File: config.mk
export PLATFORM = sky130hd
export DESIGN_NAME = segre_ctrl_fsm
export DESIGN_NICKNAME = d
export VERILOG_FILES = /design/src/rtl/segre_ctrl_fsm.sv
export SDC_FILE = /design/constraint.sdc
export NUM_CORES = 1
export LEC_CHECK = 0
export BUFFER_PORTS_ARGS = -buffer_cell sky130_fd_sc_hd__buf_2
export CORE_ASPECT_RATIO = 0.75
export CORE_MARGIN = 3
export CORE_UTILIZATION = 53
export DETAILED_ROUTE_END_ITERATION = 12
export GPL_TIMING_DRIVEN = 0
export PLACE_DENSITY = 0.79
export SETUP_SLACK_MARGIN = 0.15
export SYNTH_ARGS = -nofsm -noshare
export SYNTH_HDL_FRONTEND = slang
export SYNTH_SLANG_ARGS = --single-unit
File: constraint.sdc
create_clock -name clk_i -period 2.3 [get_ports clk_i]
set_input_delay 0.115 -clock clk_i [delete_from_list [all_inputs] [get_ports clk_i]]
set_output_delay 0.115 -clock clk_i [all_outputs]
set_load 0.01 [all_outputs]
File: src/rtl/segre_ctrl_fsm.sv
// Segre RV32I multicycle control sequencer.
// Walks IF->ID->EX->MEM->WB, waits on memory handshakes, counts retirements.
module segre_ctrl_fsm #(
   parameter int MEM_TIMEOUT = 16,
   parameter int CNT_WIDTH   = 32
) (
   input  logic                 clk_i,
   input  logic                 rst_i,
   input  logic                 halt_i,
   input  logic [6:0]           opcode_i,
   input  logic                 ifetch_ready_i,
   input  logic                 dmem_ready_i,
   output logic [2:0]           state_o,
   output logic                 ifetch_req_o,
   output logic                 ir_we_o,
   output logic                 dmem_req_o,
   output logic                 dmem_we_o,
   output logic                 rf_we_o,
   output logic                 pc_we_o,
   output logic                 illegal_instr_o,
   output logic                 mem_err_o,
   output logic [CNT_WIDTH-1:0] instret_o
);

   typedef enum logic [2:0] {
      IF_STATE  = 3'd0,
      ID_STATE  = 3'd1,
      EX_STATE  = 3'd2,
      MEM_STATE = 3'd3,
      WB_STATE  = 3'd4
   } fsm_state_e;

   typedef enum logic [6:0] {
      OPCODE_LOAD     = 7'h03,
      OPCODE_MISC_MEM = 7'h0f,
      OPCODE_OP_IMM   = 7'h13,
      OPCODE_AUIPC    = 7'h17,
      OPCODE_STORE    = 7'h23,
      OPCODE_OP       = 7'h33,
      OPCODE_LUI      = 7'h37,
      OPCODE_BRANCH   = 7'h63,
      OPCODE_JALR     = 7'h67,
      OPCODE_JAL      = 7'h6f,
      OPCODE_SYSTEM   = 7'h73
   } opcode_e;

   localparam int WAIT_W = (MEM_TIMEOUT > 2) ? $clog2(MEM_TIMEOUT) : 1;
   localparam logic [WAIT_W-1:0] WAIT_LAST = WAIT_W'(MEM_TIMEOUT - 1);

   fsm_state_e           state_q, state_d;
   logic [WAIT_W-1:0]    wait_q, wait_d;
   logic [6:0]           opcode_q, opcode_d;
   logic                 killed_q, killed_d;
   logic [CNT_WIDTH-1:0] instret_q, instret_d;
   logic                 timeout;

   // Opcode is one of the RV32I base major opcodes.
   function automatic logic op_known(input logic [6:0] op);
      case (op)
         OPCODE_LOAD, OPCODE_MISC_MEM, OPCODE_OP_IMM,
         OPCODE_AUIPC, OPCODE_STORE, OPCODE_OP,
         OPCODE_LUI, OPCODE_BRANCH, OPCODE_JALR,
         OPCODE_JAL, OPCODE_SYSTEM: return 1'b1;
         default:                   return 1'b0;
      endcase
   endfunction

   // Opcode produces a register-file result.
   function automatic logic op_writes_rf(input logic [6:0] op);
      case (op)
         OPCODE_LOAD, OPCODE_OP, OPCODE_OP_IMM,
         OPCODE_LUI, OPCODE_AUIPC, OPCODE_JAL,
         OPCODE_JALR: return 1'b1;
         default:     return 1'b0;
      endcase
   endfunction

   // Opcode needs the data-memory phase.
   function automatic logic op_is_mem(input logic [6:0] op);
      return (op == OPCODE_LOAD) || (op == OPCODE_STORE);
   endfunction

   assign timeout = (wait_q == WAIT_LAST);

   // State, wait counter, opcode latch, kill flag and retire counter.
   always_ff @(posedge clk_i or posedge rst_i) begin
      if (rst_i) begin
         state_q   <= IF_STATE;
         wait_q    <= '0;
         opcode_q  <= OPCODE_OP_IMM;
         killed_q  <= 1'b0;
         instret_q <= '0;
      end else begin
         state_q   <= state_d;
         wait_q    <= wait_d;
         opcode_q  <= opcode_d;
         killed_q  <= killed_d;
         instret_q <= instret_d;
      end
   end

   // Next-state and bookkeeping for each phase.
   always_comb begin
      state_d   = state_q;
      wait_d    = wait_q;
      opcode_d  = opcode_q;
      killed_d  = killed_q;
      instret_d = instret_q;
      unique case (state_q)
         IF_STATE: begin
            if (halt_i) begin
               wait_d = '0;
            end else if (ifetch_ready_i) begin
               wait_d  = '0;
               state_d = ID_STATE;
            end else if (timeout) begin
               wait_d = '0;
            end else begin
               wait_d = wait_q + 1'b1;
            end
         end
         ID_STATE: begin
            opcode_d = opcode_i;
            state_d  = EX_STATE;
         end
         EX_STATE: begin
            if (!op_known(opcode_q)) begin
               killed_d = 1'b1;
            end
            if (op_is_mem(opcode_q)) begin
               state_d = MEM_STATE;
            end else begin
               state_d = WB_STATE;
            end
         end
         MEM_STATE: begin
            if (dmem_ready_i) begin
               wait_d  = '0;
               state_d = WB_STATE;
            end else if (timeout) begin
               wait_d   = '0;
               killed_d = 1'b1;
               state_d  = WB_STATE;
            end else begin
               wait_d = wait_q + 1'b1;
            end
         end
         WB_STATE: begin
            if (!killed_q) begin
               instret_d = instret_q + 1'b1;
            end
            killed_d = 1'b0;
            state_d  = IF_STATE;
         end
         default: begin
            wait_d   = '0;
            killed_d = 1'b0;
            state_d  = IF_STATE;
         end
      endcase
   end

   // Control strobes decoded from the current phase and handshakes.
   always_comb begin
      ifetch_req_o    = 1'b0;
      ir_we_o         = 1'b0;
      dmem_req_o      = 1'b0;
      dmem_we_o       = 1'b0;
      rf_we_o         = 1'b0;
      pc_we_o         = 1'b0;
      illegal_instr_o = 1'b0;
      mem_err_o       = 1'b0;
      unique case (state_q)
         IF_STATE: begin
            ifetch_req_o = !halt_i;
            ir_we_o      = !halt_i && ifetch_ready_i;
            mem_err_o    = !halt_i && !ifetch_ready_i && timeout;
         end
         EX_STATE: begin
            illegal_instr_o = !op_known(opcode_q);
         end
         MEM_STATE: begin
            dmem_req_o = 1'b1;
            dmem_we_o  = (opcode_q == OPCODE_STORE);
            mem_err_o  = !dmem_ready_i && timeout;
         end
         WB_STATE: begin
            pc_we_o = 1'b1;
            rf_we_o = !killed_q && op_writes_rf(opcode_q);
         end
         default: begin
            ifetch_req_o = 1'b0;
         end
      endcase
   end

   assign state_o   = state_q;
   assign instret_o = instret_q;

endmodule

## Word-level counts from Yosys, hierarchy flattened

Cells that the tools add are included.

| cells by class | value |
|---|---|
| bitwise gates (word level) | 2 |
| equality and inequality tests | 22 |
| reductions and logical operators | 19 |
| mux-type cells | 27 |
| $add $sub $neg | 2 |

Operators with widths:

| operator | count |
|---|---|
| 32-bit by 1-bit adder with 32-bit output, second input constant | 1 |
| 7-bit equality test, second input constant | 4 |
| 7-bit by 6-bit equality test with 1-bit output, second input constant | 3 |
| 4-bit 2-to-1 mux | 4 |
| 3-bit 2-to-1 mux | 5 |
| 7-bit by 5-bit equality test with 1-bit output, second input constant | 2 |
| 1-bit 2-to-1 mux | 14 |
| 3-bit case mux with 4 select lines | 1 |
| 4-bit case mux with 3 select lines | 1 |
| 11-bit OR reduction | 1 |
| 2-bit inequality test, second input constant | 5 |
| 7-bit by 2-bit equality test with 1-bit output, second input constant | 1 |
| 7-bit by 4-bit equality test with 1-bit output, second input constant | 1 |
| 7-bit OR reduction | 1 |
| 3-bit by 2-bit equality test with 1-bit output, second input constant | 2 |
| 1-bit logical AND | 5 |
| 1-bit zero test | 5 |
| 4-bit by 1-bit adder with 4-bit output, second input constant | 1 |
| 4-bit equality test, second input constant | 1 |
| 4-bit AND reduction | 1 |
| 3-bit by 1-bit equality test with 1-bit output, second input constant | 1 |
| 3-bit equality test, second input constant | 1 |
| 3-bit zero test | 1 |
| 3-bit inequality test, second input constant | 1 |
| 8 further kinds | 9 |

| storage, ports and cells | value |
|---|---|
| flip-flop bits (word level) | 47 |

## Logic depth before layout (Yosys ltp)

Gate-level depths: netlist of the first run.

| depth | value |
|---|---|
| depth after elaboration | 6 |
| gate-level depth with buffers | 6 |
| mapped depth without buffers | 5 |

## Worst setup path before layout of the first run

OpenSTA, ideal clock, no wires.

| timing path | value |
|---|---|
| path kind | register to register |
| from | reg state_q[0] (netlist: state_o[0]) |
| to | reg instret_q[28] (netlist: instret_o[28]) |
| clock period less this slack | 1.958 ns |
| stages on the path, launching flop included | 7 |
| arrival time | 1.833 ns |
| buffers on the path | 1 |
| setup slack | 0.342 ns |
| data required time | 2.175 ns |
| cells stage by stage | dfrtp_1 > buf_6 > nor4b_4 > nand4_4 > nor3_4 > nand4_1 > xnor2_1 |

| between the ends | value |
|---|---|
| cells in the longest elaborated chain, start to end | 2 |

Ends and longest elaborated chain:

| what | line | source |
|---|---|---|
| start: declaration | 50 | `fsm_state_e state_q, state_d;` |
| start signal: assignment | 94 | `state_q <= state_d;` |
| 3-bit equality test | 109 | `unique case (state_q)` |
| 2-bit AND reduction (no line) | - |  |
| end signal: assignment | 98 | `instret_q <= instret_d;` |
| end: declaration | 54 | `logic [CNT_WIDTH-1:0] instret_q, instret_d;` |

No other way between the ends.
A chain may end at the register's enable or synchronous reset.

## Final worst setup path of the first run

| timing path | value |
|---|---|
| from | reg opcode_q[0] |
| to | out dmem_we_o |

| between the ends | value |
|---|---|
| cells in the longest elaborated chain, start to end | 2 |

Ends and longest elaborated chain:

| what | line | source |
|---|---|---|
| start: declaration | 52 | `logic [6:0] opcode_q, opcode_d;` |
| start signal: assignment | 96 | `opcode_q <= opcode_d;` |
| 7-bit by 6-bit equality test with 1-bit output | 184 | `dmem_we_o = (opcode_q == OPCODE_STORE);` |
| 1-bit 2-to-1 mux | 173 | `unique case (state_q)` |
| end: declaration | 17 | `output logic dmem_we_o,` |

No other way between the ends.

==> results of run 1 <==
[sequential cells by signal, summed over array words and instances (netlist names)]
name and flops:
instret_o 32, opcode_q 7, state_o 3, killed_q 1, wait_q 4
[final timing paths]
| path | from | endpoint | slack [ps] | cells past startpoint |
|---|---|---|---|---|
| setup / recovery | opcode_q[0]$_DFFE_PP1P_ | dmem_we_o | 250 | 4 |
| hold / removal | opcode_i[6] | opcode_q[6]$_DFFE_PP0P_ | 10 | 3 |
| setup reg to reg | instret_o[5]$_DFFE_PP0P_ | instret_o[28]$_DFFE_PP0P_ | 270 | 6 |
| hold reg to reg | instret_o[31]$_DFFE_PP0P_ | instret_o[31]$_DFFE_PP0P_ | 470 | 1 |
| max in group asynchronous | rst_i | instret_o[1]$_DFFE_PP0P_ | 1470 | 4 |
| min in group asynchronous | rst_i | opcode_q[6]$_DFFE_PP0P_ | 350 | 3 |
[cells in the final DEF, fill, tap and decap left out, types with 5 or more instances in the layout]
cell type,n
buf_2,54
dfrtp_1,44
xnor2_1,25
nand2_1,16
nor2_1,15
nand4_1,9
nand3_1,9
o21ai_0,8
xor2_1,8
a21oi_1,7
inv_1,6
mux2_2,6
clkbuf_1,5
clkbuf_8,5
[metal layers]
layer  GRT usage [%]  wire length (um)  vias to the layer above
met3            4.18               241                        7
met5               0                 0                        -
met4            6.02                49                        0
met1            24.5              2130                      838
li1                -                 -                      868
met2            27.4              1990                       48
[worst max-delay path, stage by stage (launching register included)]
cell     delay, ps
dfstp_2        550
nand2_1         80
or4b_4         550
nor4_2         280
buf_2          170
[kinds of logic after synthesis]
kind of cell | count (synthesis)
adder cells (fa/ha/maj) | 2
XOR/XNOR | 33
AO/OA/AOI/OAI | 22
multiplexers | 6
flip-flops | 47
buffers and inverters | 12
AND/OR/NAND/NOR | 88
[cells in the mapped netlist, drive strengths merged, types with 3 or more instances]
cell    count  share of area, %
o21ai       8               1.8
a21oi       7               1.5
nand4      10               3.4
dfrtp      44                48
nand2b      4               1.1
or2         3              0.82
and4        4               1.5
nand3       9               2.0
clkbuf      4              0.66
dfstp       3               3.5
nand2      17               2.9
nor3        5               2.3
nor4        3              0.82
inv         7               1.2
and3        4               1.1
mux2        6               3.0
xor2        8               3.1
xnor2      25               9.6
nor2       15               2.5
[power by group through the flow]
stage          sequential (uW)  clock (uW)  combinational (uW)
5_1_grt                   1120         547                 554
2_1_floorplan             1100           0                 340
4_1_cts                   1090         511                 494
6_report                  1090         498                 498
3_5_place_dp              1100           0                 482
3_3_place_gp              1100           0                 464
[metrics by stage]
stage	worst slack, ps	power [uW]	hold slack (ps)	std cells	util, %
final	253	2090	10.8	333	67.7
after global routing	163	2220	35.3	333	67.7
after CTS	185	2100	13.8	331	67.1
after detailed placement	90.2	1590	133	320	64.4
after global placement	107	1570	318	319	63.9
after floorplan	342	1440	232	210	-
[what timing repair did]
item                                    in CTS  in global routing
setup buffers                                2                  2
endpoints found under the setup margin       9                  2
resized for setup                            0                  2
pin swaps                                    1                  2
hold endpoints to repair                    15                  0
hold buffers                                 1                  0
[area by class of cell]
class | count | area (sq um) | area share (%)
Clock inverter | 2 | 13.8 | 0.495
Multi-Input combinational cell | 151 | 1060 | 38.2
Inverter | 7 | 26.3 | 0.945
Buffer | 5 | 26.3 | 0.945
Clock buffer | 6 | 72.6 | 2.61
Tap cell | 55 | 68.8 | 2.48
Timing Repair Buffer | 60 | 330 | 11.9
Sequential cell | 47 | 1180 | 42.4
==> impl_metrics.tcl, run 1 <==
set metrics [dict create \
    p_seq_share_pct 52.4 \
    synth_xor_area_share_pct 12.7 \
    p_per_area_nw_per_um2 752 \
    synth_compound_area_share_pct 5.53 \
    finClkSkew_ps 7.16 \
    leakagePower_uw 0.00139 \
    grt_pass1_vias 1592 \
    rsz0062_at_grt "no" \
    dpl-instance-area_sq_um 2640 \
    drtIter0Drc 60 \
    syn_nets 224 \
    io_pins 55 \
    cts_tree "built" \
    io_buffers 54 \
    globalplace.congestion 0.809 \
    drc 0 \
    p_comb_share_pct 23.8 \
    synth_ff_type "dfrtp_1" \
    synth-edff-count 0 \
    core_area_sq_um 4100 \
    drive_gt1_share_pct 32.0 \
    worstSetupPathType "flop to output pin" \
    status "completed" \
    switchingPower_uw 676 \
    slew_viol_final 0 \
    antenna_found_initial 0 \
    cts.sinks 47 \
    netlist_area_sq_um 2280 \
    switching_share_pct 32.3 \
    wl_per_cell_um 13.2 \
    fin_area_sq_um 2780 \
    finalWirelength_um 4410 \
    yosys.area_share.adder_pct 1.10 \
    antenna_cells 0 \
    fmax_mhz 488 \
    syn_avg_cell_area_sq_um 10.9 \
    synth-simple-area-share_pct 23.8 \
    h-tree-depth 2 \
    timing.final.hold_violations 0 \
    crit_required_ps 2180 \
    synth-seq-cells 47 \
    routed_via_density 5.29 \
    num_rows 20 \
    syn_inst 210 \
    path_clk_slew_ps 90 \
    synth_top_family_by_area "simple AND/OR/NAND/NOR gates" \
    cap_violations 0 \
    ant_nets 0 \
    ctsRootBufferMaster "clkbuf_8" \
    tns_ps 0 \
    clk_latency_ps 300 \
    initial_core_util_pct 55.7 \
    max_slew.worst_pin.slew_ps 580 \
    fin_crit_ps 2050 \
    ys_seq_area_share_pct 51.6 \
    worstHoldPathType "input port to flop" \
    end_kind "output pin" \
    clockBufferDepth 2 \
    grt_pass1_wl_um 7250 \
    grt_remaining_overflow 0 \
    nFillCells 322 \
    fin_crit_sh_pct 89.0 \
    hpwlAfterDp_um 3160 \
    grt_use_total_pct 17.8 \
    die_w_um 81.8 \
    die_h_um 62.9 \
    die-area_sq_um 5140 \
    nets 291 \
    path_max_fanout 3 \
    muxShareOfSynthArea_pct 2.96 \
    synthArstFlopShare_pct 100 \
    peakVddDrop_mv 0.629 \
    yosys_warnings 0 \
    intPower_uw 1410 \
    synth_cell_type_count 40 \
    p_clk_share_pct 23.8 \
    area_growth_pct 21.7 \
    grt_max_degree 30 \
    cts_buffers 5 \
    vias 1761 \
    worst_ep_arrival_time_ps 1930 \
    max-slew-margin-rel_pct 61.1 \
    firstDrtPassIters 4 \
    setup_viol 0 \
    start_kind "flop" \
]
No activity file was read; power rests on OpenSTA's default activity.
==> run 2, diff against run 1 <==
--- a/config.mk
+++ b/config.mk
@@ -5,13 +5,14 @@
 export SDC_FILE = /design/constraint.sdc
 export NUM_CORES = 1
 export LEC_CHECK = 0
+export ABC_AREA = 1
 export BUFFER_PORTS_ARGS = -buffer_cell sky130_fd_sc_hd__buf_2
 export CORE_ASPECT_RATIO = 0.75
 export CORE_MARGIN = 3
-export CORE_UTILIZATION = 53
+export CORE_UTILIZATION = 50
 export DETAILED_ROUTE_END_ITERATION = 12
 export GPL_TIMING_DRIVEN = 0
-export PLACE_DENSITY = 0.79
+export PLACE_DENSITY_LB_ADDON = 0.3
 export SETUP_SLACK_MARGIN = 0.15
 export SYNTH_ARGS = -nofsm -noshare
 export SYNTH_HDL_FRONTEND = slang
==> run 2 against run 1 <==
- fmax up 11%
- utilization down 4.3 points
- worst setup slack better by 200 ps
- final cell count up 47%
- combinational power up 60%
- worst hold slack better by 34 ps
- flip-flop and latch count unchanged
- die area up 23%
- total power up 17%
- clock skew down 0.81 ps
- critical path depth up 3
- final area up 15%
==> impl_metrics.tcl, run 2 <==
set metrics [dict create \
    num_rows 22 \
    cap_violations 0 \
    final_common_cell "nand2_1" \
    synth-edff-count 0 \
    p_clk_share_pct 22.2 \
    drc 0 \
    grt_remaining_overflow 0 \
    syn_nets 367 \
    final_cell_mix "103 x nand2_1, 54 x buf_2, 51 x nor2_1" \
    final_cells 489 \
    vias 2389 \
    synth-seq-cells 47 \
    fin_crit_sh_pct 80.3 \
    h-tree-depth 2 \
    hpwlAfterDp_um 4620 \
    synth_ff_type "dfrtp_1" \
    die_h_um 69.6 \
    postCtsSetupBuffers 0 \
    start_kind "flop" \
    fmax_mhz 542 \
    ys_seq_area_share_pct 43.7 \
    p_comb_share_pct 32.5 \
    finClkSkew_ps 6.35 \
    multi_input_area_sq_um 1330 \
    max_slew.worst_pin.slew_ps 445 \
    firstDrtPassIters 5 \
    die_w_um 90.9 \
    grt_pass1_wl_um 9930 \
    setup_viol 0 \
    synth_cell_type_count 34 \
    largest_reg_flops 32 \
    nets 430 \
    finalWirelength_um 5870 \
    drtIter0Drc 165 \
    syn_inst 353 \
    io_pins 55 \
    end_kind "output pin" \
    synth_commonest_cells "104 x nand2_1, 52 x nor2_1, 46 x inv_1, 44 x dfrtp_1, 21 x nand3_1" \
    timing.final.hold_violations 0 \
    ctsRootBufferMaster "clkbuf_8" \
    drive_gt1_share_pct 21.3 \
    worstSetupPathType "flop to output pin" \
    nFillCells 462 \
    cts.sinks 47 \
    initial_core_util_pct 53.6 \
    dp.cells 480 \
    yosysTopAreaCell "dfrtp_1" \
    antenna_cells 0 \
    utilization_pct 63.4 \
    die-area_sq_um 6330 \
    path_max_fanout 5 \
    yosysMostFrequentCell "nand2_1" \
    peakVddDrop_mv 0.487 \
    synth.area.top_cells "dfrtp_1 41%, nand2_1 14%, nor2_1 7.2%" \
    fin_crit_ps 1850 \
    grt_max_degree 29 \
    crit_required_ps 2180 \
    syn_avg_cell_area_sq_um 7.65 \
    worst_ep_arrival_time_ps 1730 \
    leakagePower_uw 0.00165 \
    intPower_uw 1540 \
    p_seq_share_pct 45.2 \
    worstHoldPathType "input port to flop" \
    slew_viol_final 0 \
    antenna_found_initial 0 \
    area_growth_pct 18.4 \
    grt_use_total_pct 19.2 \
    rsz0062_at_grt "no" \
    routed_via_density 4.89 \
    clockBufferDepth 2 \
    synth.top_cell.area_share_pct 40.8 \
    clk_latency_ps 300 \
    switching_share_pct 37.3 \
    cts_buffers 5 \
    max-slew-margin-rel_pct 70.3 \
    synthArstFlopShare_pct 100 \
    tns_ps 0 \
    cts_tree "built" \
    ant_nets 0 \
    yosys_warnings 0 \
    grt_pass1_vias 2106 \
    p_per_area_nw_per_um2 767 \
    status "completed" \
    switchingPower_uw 914 \
    ff_latch_area_sq_um 1180 \
    globalplace.congestion 0.857 \
    core_area_sq_um 5040 \
    path_clk_slew_ps 80 \
    netlist_area_sq_um 2700 \
    wl_per_cell_um 12.0 \
    io_buffers 54 \
]
==> run 2: cell count changes after synthesis, sizes merged, moves of 4 or more <==
cell | previous run | this run
mux2 | 6 | 2
nand2 | 17 | 106
nand3 | 9 | 24
xnor2 | 25 | 11
inv | 7 | 47
xor2 | 8 | 13
nand2b | 4 | 0
nor2 | 15 | 60
and4 | 4 | 0
nand4 | 10 | 6
==> run 2: layout make-up <==
class	count	area share, %
tap	72	2.82
buffer	2	0.470
clock buffer	8	3.13
multi-input combinational	257	41.7
sequential	47	36.9
timing repair buffer	56	9.40
inverter	47	5.52
==> run 2: final timing paths <==
path                                     startpoint                         to  slack, ps  depth (start not counted)
max in group asynchronous                     rst_i    opcode_q[4]$_DFFE_PP1P_       1370                          4
min in group asynchronous                     rst_i   instret_o[9]$_DFFE_PP0P_        360                          3
max reg2reg                instret_o[0]$_DFFE_PP0P_  instret_o[24]$_DFFE_PP0P_        560                          7
max                          state_o[1]$_DFFE_PP0P_                  mem_err_o        450                          7
min reg2reg                   wait_q[0]$_DFFE_PP0N_      wait_q[0]$_DFFE_PP0N_        520                          1
min                                     opcode_i[4]    opcode_q[4]$_DFFE_PP1P_         40                          3
==> run 2: worst max-delay path: stages (launching register included) <==
cell	delay (ps)
dfrtp_1	410
inv_1	110
nor2_2	160
nand2_2	120
inv_1	80
nand2_1	100
a221oi_1	280
buf_2	180
==> run 2: cells by family (layout without fill, tap and decap cells) <==
| family | Yosys count | count (layout) | share of synthesized area, % |
|---|---|---|---|
| DFF | 47 | 47 | 43.7 |
| buffers and inverters | 49 | 113 | 7.09 |
| AOI/OAI and AO/OA | 22 | 22 | 4.73 |
| xor gates and xnor gates | 24 | 24 | 7.78 |
| adders and majority gates | 2 | 2 | 0.927 |
| muxes | 2 | 2 | 0.834 |
| and+or+nand+nor | 207 | 207 | 34.9 |
==> run 2: power groups by stage <==
stage,Clock [uW],Combinational [uW],Sequential [uW]
finish,545,797,1110
global route,586,907,1130
CTS,560,791,1100
detailed placement,0,785,1120
global placement,0,758,1110
floorplan,0,550,1120
==> run 2: timing repair <==
action,CTS,global route
hold endpoints to repair,19,0
hold buffers,1,0
endpoints found under the setup margin,0,1
resized for setup,0,2
==> run 2: metrics by stage <==
stage                     hold WS, ps  instance area, sq um  setup WS, ps  total power, uW
after detailed placement          153                  3080           573             1900
after global routing             38.4                  3200           247             2620
after global placement            349                  3060           475             1870
after floorplan                   245                  2700           765             1670
final                            44.8                  3200           454             2450
after CTS                        35.1                  3190           354             2450
==> run 2: layer usage <==
layer / track usage, % / up-vias / part of all wire, %
met4: 5.02 / 0 / 1.2
met2: 27.2 / 63 / 43
met5: 0 / - / 0
li1: - / 1228 / -
met1: 30.0 / 1091 / 52
met3: 3.47 / 7 / 4.6
